$ cat src/rtl/probador_compuerta.sv
// Self-test sequencer for a 2-input gate: walks {a,b} through 00..11 and checks f against TABLA.
// Optional macro PROBADOR_ABORTO_EN: stop at the first mismatching vector.
module probador_compuerta #(
  parameter logic [3:0] TABLA  = 4'b1000,
  parameter int         ESPERA = 2
) (
  input  logic       clk,
  input  logic       rst,
  input  logic       start,
  input  logic       f,
  output logic       a,
  output logic       b,
  output logic [1:0] vec,
  output logic       busy,
  output logic       done,
  output logic       pass,
  output logic [3:0] err_mask
);

  typedef enum logic [1:0] {IDLE, APLICA, MUESTREA, FIN} state_t;

  // A settle time of 0 is treated as 1 so every vector is driven for at least one cycle.
  localparam int         ESP_EFF  = (ESPERA < 1) ? 1 : ESPERA;
  localparam logic [7:0] CNT_LAST = 8'(ESP_EFF - 1);

  state_t     state, state_nx;
  logic [1:0] idx, idx_nx;
  logic [7:0] cnt, cnt_nx;
  logic [3:0] mask_nx;
  logic       pass_nx;
  logic [1:0] ab_nx, vec_nx;
  logic       mismatch, stop_run;

  assign mismatch = (f != TABLA[idx]);

`ifdef PROBADOR_ABORTO_EN
  assign stop_run = mismatch || (idx == 2'd3);
`else
  assign stop_run = (idx == 2'd3);
`endif

  always_comb begin
    state_nx = state;
    idx_nx   = idx;
    cnt_nx   = cnt;
    mask_nx  = err_mask;
    pass_nx  = pass;
    case (state)
      IDLE: begin
        if (start) begin
          state_nx = APLICA;
          idx_nx   = 2'd0;
          cnt_nx   = 8'd0;
          mask_nx  = 4'd0;
          pass_nx  = 1'b0;
        end
      end
      APLICA: begin
        if (cnt == CNT_LAST) state_nx = MUESTREA;
        else                 cnt_nx   = cnt + 8'd1;
      end
      MUESTREA: begin
        if (mismatch) mask_nx[idx] = 1'b1;
        if (stop_run) begin
          state_nx = FIN;
          // pass must already reflect the mismatch captured on this closing edge.
          pass_nx  = (mask_nx == 4'd0);
        end else begin
          state_nx = APLICA;
          idx_nx   = idx + 2'd1;
          cnt_nx   = 8'd0;
        end
      end
      FIN: state_nx = IDLE;
      default: state_nx = IDLE;
    endcase
  end

  // Gate drive and vector index are registered from the next-state decode.
  always_comb begin
    ab_nx  = idx_nx;
    vec_nx = idx_nx;
    if (state_nx == IDLE) begin
      ab_nx  = 2'd0;
`ifdef PROBADOR_ABORTO_EN
      vec_nx = (mask_nx != 4'd0) ? idx_nx : 2'd0;
`else
      vec_nx = 2'd0;
`endif
    end
  end

  always_ff @(posedge clk) begin
    if (rst) begin
      state    <= IDLE;
      idx      <= 2'd0;
      cnt      <= 8'd0;
      err_mask <= 4'd0;
      pass     <= 1'b0;
      a        <= 1'b0;
      b        <= 1'b0;
      vec      <= 2'd0;
    end else begin
      state    <= state_nx;
      idx      <= idx_nx;
      cnt      <= cnt_nx;
      err_mask <= mask_nx;
      pass     <= pass_nx;
      a        <= ab_nx[1];
      b        <= ab_nx[0];
      vec      <= vec_nx;
    end
  end

  assign busy = (state != IDLE);
  assign done = (state == FIN);

endmodule
$ cat config.mk
export PLATFORM = sky130hd
export DESIGN_NAME = probador_compuerta
export DESIGN_NICKNAME = d
export VERILOG_FILES = /design/src/rtl/probador_compuerta.sv
export SDC_FILE = /design/constraint.sdc
export NUM_CORES = 1
export LEC_CHECK = 0
export ABC_CLOCK_PERIOD_IN_PS = 1300
export BUFFER_PORTS_ARGS = -buffer_cell sky130_fd_sc_hd__buf_2
export CORE_ASPECT_RATIO = 1.5
export CORE_MARGIN = 1
export CORE_UTILIZATION = 49
export CTS_CLUSTER_DIAMETER = 80
export DETAILED_ROUTE_END_ITERATION = 8
export PLACE_DENSITY = 0.73
export SYNTH_ARGS = -nofsm -noshare
export SYNTH_HDL_FRONTEND = slang
export SYNTH_SLANG_ARGS = --single-unit
$ cat constraint.sdc
create_clock -name clk -period 1.3 [get_ports clk]
set_clock_uncertainty 0.05 [all_clocks]
set_input_delay 0.26 -clock clk [delete_from_list [all_inputs] [get_ports clk]]
set_output_delay 0.26 -clock clk [all_outputs]
set_load 0.02 [all_outputs]
==> reports/results.txt <==
placed instance count: 156
initial antenna violation count: 0
FF+latch count, synth: 19
die width: 38.3 um
port buffer count: 14
leak pwr: 0.571 nW
Critical Path Sink: busy
Max-cap violations: 0
Syn Area/Cell: 8.79 um^2
All-Layer GR Usage: 25.3%
worst hold slack: 0.214 ns
Core ar.: 1850 um^2
Distinct cells, synth: 38
Post-Syn Nets: 116
area grow syn2layout: 51.5%
crit start category: flop
Worst Path Buf+Inv: 2
Final setup viols: 13
Final Hold Vio Count: 0
Worst Tran Pin Value: 0.271 ns
global route overflow: 0
flop2flop setup slack: -0.16 ns
RSZ-0062 raised after global routing: true
# DRC: 0
origin of the critical flop-to-flop path: state[1]
Final #Nets: 153
Routed WL per cell: 16.2 um
non-filler cells in the finished layout: 167
largest delay contributor family on the critical path: flip-flops
critical path class: flop to primary output
slowest cell on the critical path: dfxtp_2
crit-path max cell delay: 0.36 ns
# IOs: 15
Peak VDD IR: 0.734 mV
Max Fclk: 679 MHz
mapped cell area: 967 um^2
DIE AREA: 2160 um^2
cells after synthesis: 110
largest net degree at the start of global routing: 14
R2R depth: 6
critical register-to-register path endpoint: cnt[7]
Slew Viols, Final: 0
WL final: 2.71 mm
outcome: finished, violations left
Crit. path cell count: 3
fin worst setup slack: -0.172 ns
yosys warns: 0
num rows: 19
CTS root buf: clkbuf_4
failing checks: negative setup slack
hold_buf cts: 0
CP startpoint: state[1]
WP data arrival: 1.16 ns
DRT iter0 DRCs: 15
routed vias/inst: 5.70
CP Capture Type: primary output
Rel. slew slack: 81.8%
initial core utilization: 52.2%
H-tree levels: 1
clk sinks: 19
first drt pass iteration count: 4
Clk Latency, worst-skew pair: 0.32 ns
routability cong.: 0.718
n_diodes: 0
cell mode on critical path: buf_6
number of global-route vias before repair: 887
total negative slack: -1.24 ns
DP HPWL: 1.70 mm
CTS tree: yes
HP Start: rst
routed via count: 952
first-pass GRT wire length: 3.80 mm
CP required: 0.99 ns
part of the Yosys area used for sequential elements: 39.3%
CTS Buf Count: 3
highest fanout seen on the critical path: 4
post-route ant nets: 0
share of post-route cells with drive strength above 1: 56.8%
critical-path cell list: buf_6, or2_4, buf_6
min cycle time layout: 1.47 ns
hold crit path type: input port to flop
Placed Area: 1190 um^2
Non-Filler Cell Area, Final: 1470 um^2
pwr dens: 780 nW/um^2
Die Y: 56.4 um
CTS max path bufs: 2
clock slew seen by the registers of the worst setup and hold paths: 0.11 ns
period utilisation layout: 113%
==> how the worst min path moves through the flow <==
stage                        endpoint  cells after the start
after floorplan                cnt[0]                      2
after global placement    err_mask[1]                      2
after detailed placement  err_mask[2]                      2
after CTS                    state[1]                      2
after global routing         state[1]                      2
final                        state[1]                      2
==> cells in the mapped netlist <==
cell type	n	share of area, %
or3_1	2	1.3
nor2_2	1	0.65
o31ai_1	2	1.6
a311oi_1	1	0.91
o21bai_2	2	2.3
ha_1	2	2.6
mux2_1	2	2.3
a41oi_1	3	2.7
and2_1	1	0.65
nor2b_2	2	1.8
nand2b_1	2	1.3
o21bai_1	1	0.78
and3_1	1	0.65
o21ba_1	1	1.0
dfxtp_1	19	39
buf_6	1	1.2
o22ai_1	1	0.65
a21oi_1	10	5.2
nor4b_2	1	1.6
inv_1	5	1.9
clkbuf_1	1	0.39
o21ai_0	6	3.1
buf_2	2	1.0
nor3_1	2	1.0
nand2_1	13	5.0
o32ai_1	1	0.91
a2bb2oi_4	1	2.7
buf_4	2	1.6
or2_2	3	1.9
nor2_1	8	3.1
a31o_1	1	0.91
and4_1	2	1.8
nand3_1	2	1.0
or4_1	2	1.6
nand2_4	1	1.2
nor4_1	1	0.65
and2_2	1	0.78
o2bb2ai_1	1	0.91
==> layout make-up <==
type | instances | area [um^2]
multi-input combinational | 80 | 708
timing repair buffer | 38 | 297
fill | 114 | 389
sequential | 19 | 389
tap | 21 | 26.3
clock buffer | 4 | 26.3
inverter | 5 | 18.8
==> where the power goes <==
| group | switching, mW | total, mW | internal [mW] |
|---|---|---|---|
| registers | 0.0174 | 0.609 | 0.592 |
| logic | 0.102 | 0.216 | 0.114 |
| clock network | 0.197 | 0.317 | 0.120 |
==> sequential cells by signal, indices dropped and copies added (netlist names) <==
signal    flops
idx           2
pass          1
state         2
cnt           8
err_mask      4
vec           1
a             1
==> metrics by stage <==
| stage | setup slack (ns) | total power, mW | util [%] |
|---|---|---|---|
| 2_1_floorplan | -0.0170 | 0.715 | - |
| 3_3_place_gp | -0.0739 | 0.775 | 64.0 |
| 3_5_place_dp | -0.0971 | 0.780 | 64.0 |
| 4_1_cts | -0.136 | 1.12 | 73.5 |
| 5_1_grt | -0.219 | 1.19 | 79.0 |
| 6_report | -0.172 | 1.14 | 79.0 |
==> cell usage in the layout, fill, tap and decap left out, types with 4 or more instances in the layout <==
cell type,instances
buf_6,9
o21ai_0,5
buf_4,16
dfxtp_2,4
nand2_1,12
dfxtp_1,14
a21oi_1,8
nor2_1,6
inv_1,4
buf_2,12
==> logic make-up (layout without fill, tap and decap cells) <==
logic type | after synthesis | after routing | synth area share [%]
adders and majority gates | 2 | 2 | 2.59
buffers and inverters | 11 | 47 | 6.08
DFF | 19 | 19 | 39.3
muxes | 2 | 2 | 2.33
AOI/OAI and AO/OA | 31 | 31 | 23.7
and+or+nand+nor | 45 | 45 | 26.0
==> metal layers <==
layer	track usage [%]	wire length, um	up-vias
met5	0	0	-
met4	14.3	70	0
met3	6.32	58	7
met2	43.1	1570	12
met1	26.2	1010	469
li1	-	-	464
==> repair_timing <==
action / CTS / global route
setup endpoints to repair: 11 / 19
hold endpoints to repair: 0 / 0
setup buffers: 6 / 1
gates resized for setup: 25 / 20
pin swaps: 15 / 10
(Power assumes the default switching activity.)
